### src/rtl/instr_encoder_loader.sv
// instr_encoder_loader
//   Packs symbolic instructions (mnemonic + register/immediate fields) into
//   32-bit MIPS words and writes them to consecutive instruction-memory
//   addresses through a req/ack write port.
//   Optional feature: define INSTR_ENC_CHECKSUM_EN to add a 'checksum' output
//   holding the XOR of every word acknowledged since reset/start.
module instr_encoder_loader #(
  parameter int AW    = 6,
  parameter int BASE  = 0,
  parameter int DEPTH = 64
) (
  input  logic          clk,
  input  logic          rst_n,
  input  logic          start,
  input  logic          in_valid,
  output logic          in_ready,
  input  logic [3:0]    in_mnem,
  input  logic [4:0]    in_rs,
  input  logic [4:0]    in_rt,
  input  logic [4:0]    in_rd,
  input  logic [25:0]   in_imm,
  output logic          mem_we,
  output logic [AW-1:0] mem_addr,
  output logic [31:0]   mem_wdata,
  input  logic          mem_ack,
  output logic          full,
  output logic          err,
  output logic [AW:0]   count
`ifdef INSTR_ENC_CHECKSUM_EN
  ,
  output logic [31:0]   checksum
`endif
);

  typedef enum logic {
    IDLE  = 1'b0,
    WRITE = 1'b1
  } state_t;

  state_t state, state_nxt;

  // Low until the first edge after reset release, so in_ready stays 0 in reset.
  logic armed;

  logic        accept;
  logic        ack_take;
  logic [32:0] enc;
  logic        enc_ok;
  logic [31:0] enc_word;

  // R-type word: opcode 0, shamt 0.
  function automatic logic [31:0] rtype(input logic [4:0] rs, input logic [4:0] rt,
                                        input logic [4:0] rd, input logic [5:0] funct);
    return {6'b000000, rs, rt, rd, 5'b00000, funct};
  endfunction

  // I-type word with a 16-bit immediate.
  function automatic logic [31:0] itype(input logic [5:0] op, input logic [4:0] rs,
                                        input logic [4:0] rt, input logic [15:0] imm);
    return {op, rs, rt, imm};
  endfunction

  // J-type word with a 26-bit target.
  function automatic logic [31:0] jtype(input logic [5:0] op, input logic [25:0] target);
    return {op, target};
  endfunction

  // Returns {supported, word}. JR forces rt/rd to zero and ETH forces its
  // immediate to zero so the decoder sees canonical encodings.
  function automatic logic [32:0] encode(input logic [3:0] mnem, input logic [4:0] rs,
                                         input logic [4:0] rt, input logic [4:0] rd,
                                         input logic [25:0] imm);
    logic [32:0] r;
    r = '0;
    case (mnem)
      4'd0:    r = {1'b1, rtype(rs, rt, rd, 6'b100000)};
      4'd1:    r = {1'b1, rtype(rs, rt, rd, 6'b100010)};
      4'd2:    r = {1'b1, rtype(rs, rt, rd, 6'b100100)};
      4'd3:    r = {1'b1, rtype(rs, rt, rd, 6'b100101)};
      4'd4:    r = {1'b1, rtype(rs, rt, rd, 6'b101010)};
      4'd5:    r = {1'b1, rtype(rs, 5'd0, 5'd0, 6'b001000)};
      4'd6:    r = {1'b1, itype(6'b100011, rs, rt, imm[15:0])};
      4'd7:    r = {1'b1, itype(6'b101011, rs, rt, imm[15:0])};
      4'd8:    r = {1'b1, itype(6'b000100, rs, rt, imm[15:0])};
      4'd9:    r = {1'b1, itype(6'b001000, rs, rt, imm[15:0])};
      4'd10:   r = {1'b1, jtype(6'b000010, imm)};
      4'd11:   r = {1'b1, jtype(6'b000011, imm)};
      4'd12:   r = {1'b1, itype(6'b100000, rs, rt, 16'h0000)};
      default: r = '0;
    endcase
    return r;
  endfunction

  assign enc      = encode(in_mnem, in_rs, in_rt, in_rd, in_imm);
  assign enc_ok   = enc[32];
  assign enc_word = enc[31:0];

  // start overrides everything, so neither a handshake nor an ack lands with it.
  assign accept   = in_valid & in_ready & ~start;
  assign ack_take = (state == WRITE) & mem_ack & ~start;
  assign full     = (count == (AW+1)'(DEPTH));

  // State register and post-reset arming flag.
  always_ff @(posedge clk or negedge rst_n) begin
    if (!rst_n) begin
      state <= IDLE;
      armed <= 1'b0;
    end else begin
      state <= state_nxt;
      armed <= 1'b1;
    end
  end

  // Next-state logic.
  always_comb begin
    state_nxt = state;
    if (start) begin
      state_nxt = IDLE;
    end else begin
      case (state)
        IDLE:    if (accept && enc_ok) state_nxt = WRITE;
        WRITE:   if (mem_ack)          state_nxt = IDLE;
        default: state_nxt = IDLE;
      endcase
    end
  end

  // Handshake outputs derived from state and fill level only.
  always_comb begin
    in_ready = 1'b0;
    mem_we   = 1'b0;
    case (state)
      IDLE:    in_ready = armed & ~full;
      WRITE:   mem_we   = 1'b1;
      default: ;
    endcase
  end

  // Write datapath: latch encoded word, advance address/count on ack, flag bad mnemonics.
  always_ff @(posedge clk or negedge rst_n) begin
    if (!rst_n) begin
      mem_wdata <= '0;
      mem_addr  <= AW'(BASE);
      count     <= '0;
      err       <= 1'b0;
    end else begin
      err <= 1'b0;
      if (start) begin
        mem_addr <= AW'(BASE);
        count    <= '0;
      end else begin
        if (accept) begin
          if (enc_ok) mem_wdata <= enc_word;
          else        err       <= 1'b1;
        end
        if (ack_take) begin
          mem_addr <= mem_addr + AW'(1);
          count    <= count + (AW+1)'(1);
        end
      end
    end
  end

`ifdef INSTR_ENC_CHECKSUM_EN
  // Running XOR of acknowledged words, updated on the same edge as count.
  always_ff @(posedge clk or negedge rst_n) begin
    if (!rst_n) begin
      checksum <= '0;
    end else if (start) begin
      checksum <= '0;
    end else if (ack_take) begin
      checksum <= checksum ^ mem_wdata;
    end
  end
`endif

endmodule

### config.mk
export PLATFORM = sky130hd
export DESIGN_NAME = instr_encoder_loader
export DESIGN_NICKNAME = d
export VERILOG_FILES = /design/src/rtl/instr_encoder_loader.sv
export SDC_FILE = /design/constraint.sdc
export NUM_CORES = 1
export LEC_CHECK = 0
export ABC_CLOCK_PERIOD_IN_PS = 2100
export CAP_MARGIN = 20
export CORE_UTILIZATION = 44
export DETAILED_ROUTE_END_ITERATION = 7
export GPL_ROUTABILITY_DRIVEN = 0
export GPL_TIMING_DRIVEN = 1
export PLACE_DENSITY = 0.93
export SYNTH_ARGS = -nofsm -noshare
export SYNTH_HDL_FRONTEND = slang
export SYNTH_SLANG_ARGS = --single-unit
### constraint.sdc
create_clock -name clk -period 2.1 [get_ports clk]
set_input_delay 0.42 -clock clk [delete_from_list [all_inputs] [get_ports clk]]
set_output_delay 0.42 -clock clk [all_outputs]
set_load 0.03 [all_outputs]
After elaboration in Yosys (flattened, before gate mapping):

Index checks and enable logic that the tools add are counted.

* bits in registers: 48
* logic and storage cells: 47

* bitwise gates (word level): 8
* reduce and logical (&&, ||, !) cells: 4
* multiplexer cells: 14
* eq/ne operators: 13
* add/subtract/negate cells: 2

Operators with widths (number)
* $pmux W33 S13: 1
* $eq A4 B4 Y1 const B: 5
* $eq A4 B3 Y1 const B: 4
* $mux W7: 2
* $mux W6: 2
* $eq A4 B2 Y1 const B: 2
* $mux W1: 8
* $add A7 B1 Y7 const B: 1
* $eq A7 B7 Y1 const B: 1
* $add A6 B1 Y6 const B: 1
* $and A1 B1 Y1: 5
* $eq A4 B1 Y1 const B: 1
* $logic_not A4 Y1: 1
* $not A1 Y1: 3
* $reduce_and A3 Y1: 1
* $pmux W1 S2: 1
* $reduce_bool A2 Y1: 1
* $logic_and A1 B1 Y1: 1

Logic depth before layout (Yosys ltp):

Gate-level depths: netlist (run 1).

* depth after elaboration: 10
* mapped depth: 7
* gate-level depth less buffers: 6

Worst setup path after synthesis (run 1):

OpenSTA, ideal clock, no wires.

* path kind: register to output
* start point: register count[0]
* end point: output in_ready
* cell stages (with the launch flop): 6
* arrival: 1.977 ns
* slack: -0.297 ns
* cells stage by stage: dfrtp_1 -> inv_1 -> ha_1 -> nand2_1 -> nor2_1 -> nor3b_1

* longest elaborated chain between the ends: 4

RTL lines
* start, declared: RTL line 28 `output logic [AW:0] count`
* start signal, assigned: RTL line 158 `count <= count + (AW+1)'(1);`
* $eq A7 B7 Y1: RTL line 101 `assign full = (count == (AW+1)'(DEPTH));`
* net full: RTL line 26 `output logic full,`
* $not A1 Y1: RTL line 133 `IDLE: in_ready = armed & ~full;`
* $and A1 B1 Y1: RTL line 133
* $mux W1: RTL line 132 `case (state)`
* end, declared: RTL line 16 `output logic in_ready,`

The timed path passes the listed nets, and every way through them passes these cells.

Final worst setup path (run 1):

* start point: register count[3]
* end point: output full

* longest elaborated chain between the ends: 1

RTL lines (RTL line)
* $eq A7 B7 Y1: 101
* end, declared: 26

Every way passes these cells.

==> impl_metrics.tcl, run 1 <==
set metrics [dict create \
    synthMuxAreaShare_pct 2.86 \
    cp-end-kind "primary output" \
    area_delta_synth_final_pct 52.5 \
    drt_iter0_drc 121 \
    grt_start_max_net_pins 31 \
    gr-usage-all-layers_pct 24.7 \
    min_path_type "input pin to asynchronous set/reset pin" \
    cts_tree "yes" \
    p_leak_nw 1.62 \
    synth_compound_area_share_pct 18.4 \
    syn_area_mm2 0.00249 \
    routedWlPerCell_um 15.3 \
    seqPwrFrac_pct 41.9 \
    final_hold_viol_count 0 \
    tightest_slew_ps 559 \
    numCtsBuffers 5 \
    synth_top_family_by_area "simple AND/OR/NAND/NOR gates" \
    finClkSkew_ps 9.07 \
    final_cell_mix "clkdlybuf4s50_1 (94), dfrtp_1 (47), nand2_1 (39), nor2_1 (33), buf_4 (24)" \
    port_buffers 97 \
    yosysUniqueCellTypes 43 \
    grt_pass1_wl_mm 11.5 \
    std_cell_rows 27 \
    remaining_drc_errors 0 \
    clockRootBuffer "clkbuf_8" \
    fin_area_mm2 0.00380 \
    switching_share_pct 33.6 \
    preCtsSetupSlack_ps -24.2 \
    p_int_mw 1.77 \
    final_nets 433 \
    synthSimpleGateAreaFrac_pct 20.6 \
    ir_worst_vdd_mv 0.396 \
    synth_nets 322 \
    clock_sink_count 47 \
    wl_mm 6.93 \
    outcome "complete, no violations" \
    synth_xor_area_share_pct 4.57 \
    slew_headroom_pct 62.7 \
    chipWidth_um 77.2 \
    max_freq_ghz 0.496 \
    start_util_pct 45.5 \
    cts_setup_buffers 0 \
    fin_crit_sh_pct 96.0 \
    netlist.area_leader.share_pct 47.2 \
    drv_slew 0 \
    yosysSeqAreaShare_pct 47.2 \
    tns_ps 0 \
    maxCapViolations 0 \
    grt_overflow_total 0 \
    netlist_instances 269 \
    firstDrtPassIters 4 \
    min_period_ps 2020 \
    dieHeight_um 77.2 \
    worstSetupPathType "flip-flop to primary output" \
    switching_power_uw 897 \
    critPathLaunchType "flip-flop" \
    dp_hpwl_mm 5.19 \
    viasPerCell 5.41 \
    worstPathArrival_ps 1600 \
    clk_pin_slew_ps 80 \
    synth_warnings 0 \
    yosys.area.top_type "dfrtp_1" \
    avgSynthCellArea_um2 9.26 \
    final_common_cell "clkdlybuf4s50_1" \
    ioPinCount 99 \
    final_core_util_pct 69.4 \
    required_ps 1680 \
    setup_viol 0 \
    finalWorstSetupSlack_ps 84.2 \
    grt_pass1_vias 2440 \
    yosys_register_bits 47 \
    worstSkewPairLatency_ps 300 \
    yosys-top-cells-area "dfrtp_1 (47%), nand2_1 (5.9%), nor2_1 (5.1%)" \
    power_density_mw_per_mm2 704 \
    antennaDiodeCount 0 \
    drive_gt1_share_pct 11.8 \
    ant_nets 0 \
    core_mm2 0.00547 \
    clkPwrFrac_pct 22.0 \
    rsz0062_at_grt "no" \
    dpl_cell_area_mm2 0.00369 \
    postSynth.asyncResetShare_pct 100 \
    via_count 2449 \
    htreeDepth 2 \
    synth_edf_count 0 \
    dieArea_mm2 0.00596 \
    synth_flop_cell "dfrtp_1" \
    synthAdderAreaFrac_pct 1.51 \
    cp_max_fo 2 \
    clockBufferDepth 2 \
    whs_ps 102 \
    grt_antenna_before_repair 0 \
    comb_power_share_pct 36.1 \
]
-- what timing repair did --
action / 4_1_cts / 5_1_grt
setup endpoints to repair: 1 / 1
pin swaps: 0 / 0
gates resized for setup: 5 / 2
hold endpoints to repair: 0 / 0
hold buffers: 0 / 0
-- cells in the mapped netlist, types with 2 or more instances --
master / n
o21a_1: 7
nor2_1: 34
inv_1: 4
nor2b_1: 2
ha_1: 3
nand4_1: 4
a221oi_1: 7
nand2_1: 39
conb_1: 2
nor3_1: 2
xor2_1: 8
o211ai_1: 3
and3_1: 2
o21ai_0: 8
mux2i_1: 6
xnor2_1: 5
dfrtp_1: 47
o221ai_1: 6
nor3b_1: 6
a31oi_1: 4
buf_4: 3
and2_1: 5
clkbuf_1: 13
a22oi_1: 6
a21oi_1: 11
a22o_1: 5
buf_2: 3
nand3_1: 9
-- layout make-up --
class                   count  area [um2]
flip-flops and latches     47        1180
repair buffers            124        1200
multi-input cells         198        1210
well taps                  72        90.1
clock buffers               8         100
inverters                   4        15.0
fillers                   435        1680
-- flip-flops by register name (all words and copies together) (netlist names) --
register and flops:
armed 1, err 1, mem_wdata 31, count 7, mem_addr 6, state 1
-- through the flow --
step	instances	total power, mW
after global routing	453	2.79
after detailed placement	445	2.10
final	453	2.67
after floorplan	269	1.62
after global placement	445	2.07
after CTS	453	2.69
-- routing by layer --
| layer | routed length (um) | vias to the layer above | track usage (%) |
|---|---|---|---|
| met5 | 0 | - | 0 |
| met4 | 155 | 0 | 9.43 |
| met2 | 3480 | 95 | 44.1 |
| met3 | 426 | 17 | 6.07 |
| met1 | 2870 | 1173 | 28.1 |
| li1 | - | 1164 | - |
-- power by group through the flow --
| stage | clock [mW] | sequential (mW) | combinational [mW] |
|---|---|---|---|
| global route | 0.635 | 1.14 | 1.02 |
| global placement | 0 | 1.13 | 0.945 |
| finish | 0.588 | 1.12 | 0.963 |
| detailed placement | 0 | 1.14 | 0.965 |
| CTS | 0.606 | 1.12 | 0.970 |
| floorplan | 0 | 1.39 | 0.231 |
-- worst max-delay path, stage by stage (launching register included) --
cell,delay (ps)
dfrtp_1,380
or4_4,560
nor2_4,110
buf_4,120
buf_6,120
-- path summary, 6_finish.rpt --
path                       slack (ps)                         to  cells after the start                startpoint
min in group clk                  470   mem_wdata[9]$_DFFE_PN0P_                      2  mem_wdata[9]$_DFFE_PN0P_
min                               100            state$_DFF_PN0_                      1                     rst_n
min reg2reg                       470   mem_wdata[9]$_DFFE_PN0P_                      2  mem_wdata[9]$_DFFE_PN0P_
max in group asynchronous        1460  mem_wdata[13]$_DFFE_PN0P_                      2                     rst_n
max                                80                       full                      4      count[3]$_DFFE_PN0P_
max reg2reg                       210  mem_wdata[16]$_DFFE_PN0P_                      5      count[3]$_DFFE_PN0P_
-- kinds of logic (layout without fill, tap and decap cells) --
family / Yosys count / after routing
DFF: 47 / 47
adders and majority gates: 3 / 3
other: 2 / 2
xor gates and xnor gates: 13 / 13
buffers and inverters: 24 / 136
muxes: 7 / 7
AOI/OAI and AO/OA: 63 / 63
and+or+nand+nor: 110 / 110
Note: power is estimated with default switching activity, not from simulation.
==> inputs of run 2 (changes only) <==
CORE_MARGIN = 1.5   (was default)
==> impl_metrics.tcl, run 2 (same netlist as run 1, synthesis figures left out) <==
set metrics [dict create \
    outcome "complete, no violations" \
    worstSetupPathType "flip-flop to primary output" \
    critPathMaxStageDelay_ps 570 \
    final_cell_mix "clkdlybuf4s50_1 (94), dfrtp_1 (47), nand2_1 (39), nor2_1 (33), buf_4 (29)" \
    critPathLaunchType "flip-flop" \
    report.power.total_mw 2.60 \
    cts_tree "yes" \
    via_count 2451 \
    routedWlPerCell_um 15.4 \
    clk_pin_slew_ps 80 \
    fin_area_mm2 0.00380 \
    worstSkewPairLatency_ps 300 \
    area_delta_synth_final_pct 52.5 \
    final_common_cell "clkdlybuf4s50_1" \
    port_buffers 97 \
    grt_antenna_before_repair 0 \
    required_ps 1680 \
    final_hold_viol_count 0 \
    clockBufferDepth 2 \
    crit_end "full" \
    top_regs "mem_wdata: 31 flops, count: 7 flops, mem_addr: 6 flops" \
    wl_mm 7.06 \
    worstPathArrival_ps 1630 \
    setup_viol 0 \
    htreeDepth 2 \
    power_density_mw_per_mm2 684 \
    dieArea_mm2 0.00612 \
    whs_ps 19.2 \
    dieHeight_um 78.2 \
    start_util_pct 45.5 \
    preCtsSetupSlack_ps -26.5 \
    viasPerCell 5.36 \
    min_period_ps 2050 \
    maxCapViolations 0 \
    dp_hpwl_mm 5.29 \
    ir_worst_vdd_mv 0.448 \
    dpl_cell_area_mm2 0.00370 \
    largest_reg_flops 31 \
    ioPinCount 99 \
    std_cell_rows 27 \
    startpoint "count[5]$_DFFE_PN0P_" \
    gr-usage-all-layers_pct 23.9 \
    top_register "mem_wdata" \
    cpMaxStageDelayCell "or4_4" \
    fin_crit_sh_pct 97.5 \
    clockRootBuffer "clkbuf_8" \
    drv_slew 0 \
    cp-end-kind "primary output" \
    rrSetupSlack_ps 120 \
    drive_gt1_share_pct 12.5 \
    max_freq_ghz 0.489 \
    cp_max_fo 2 \
    drt_iter0_drc 95 \
    finalWorstSetupSlack_ps 52.9 \
    tns_ps 0 \
    grt_pass1_wl_mm 11.6 \
    ant_nets 0 \
    final_nets 437 \
    min_path_type "input pin to asynchronous set/reset pin" \
    remaining_drc_errors 0 \
    crit_path_cell_trace "or4_4 > nor2_4 > buf_4 > buf_6" \
    finClkSkew_ps 3.13 \
    grt_overflow_total 0 \
    rr_startpoint "count[5]$_DFFE_PN0P_" \
    clock_sink_count 47 \
    r2r-end "mem_wdata[16]$_DFFE_PN0P_" \
    rsz0062_at_grt "no" \
    numCtsBuffers 5 \
    p_leak_nw 1.62 \
    r2r_cells 6 \
    grt_start_max_net_pins 31 \
    antennaDiodeCount 0 \
    grt_pass1_vias 2409 \
    chipWidth_um 78.2 \
    firstDrtPassIters 4 \
    core_mm2 0.00547 \
]
run 2: cell type report:
cell class                 count  area [um2]
sequential                    47        1180
multi-input combinational    198        1210
inverter                       4        15.0
clock inverter                 1        5.00
clock buffer                   7        76.3
fill                         423        1680
timing repair buffer         128        1220
tap                           72        90.1
run 2: worst min path at each step:
stage / from / to
4_1_cts: rst_n / mem_wdata[9]$_DFFE_PN0P_
2_1_floorplan: rst_n / armed$_DFF_PN0_
5_1_grt: rst_n / mem_wdata[9]$_DFFE_PN0P_
3_5_place_dp: rst_n / mem_addr[0]$_DFFE_PN0P_
3_3_place_gp: rst_n / mem_addr[4]$_DFFE_PN0P_
6_report: rst_n / state$_DFF_PN0_
run 2: power by group:
group          total, mW  internal, mW  switching (mW)
Combinational      0.968         0.438           0.530
Clock              0.514         0.234           0.281
Sequential          1.12          1.04          0.0799
run 2: worst max-delay path, delay by kind of cell, from the launching register on:
kind                   cells  cell delay (ps)
AND/OR/NAND/NOR            2              710
flip-flops                 1              380
buffers and inverters      2              240
run 2: per-layer routing:
| layer | GRT usage [%] | vias up | share of wire [%] |
|---|---|---|---|
| met1 | 29.2 | 1188 | 43 |
| met4 | 6.79 | 0 | 1.5 |
| li1 | - | 1173 | - |
| met5 | 0 | - | 0 |
| met3 | 4.42 | 11 | 4.8 |
| met2 | 42.9 | 79 | 51 |
run 2: metrics by stage:
step / cells / utilization, %
after detailed placement: 447 / 67.5
after floorplan: 269 / -
after global placement: 447 / 67.5
after CTS: 455 / 68.9
after global routing: 457 / 69.4
final: 457 / 69.4
run 2: what timing repair did:
action / 4_1_cts / 5_1_grt
setup endpoints to repair: 1 / 2
hold buffers: 0 / 0
pin swaps: 0 / 2
gates resized for setup: 5 / 2
buffers inserted: 0 / 2
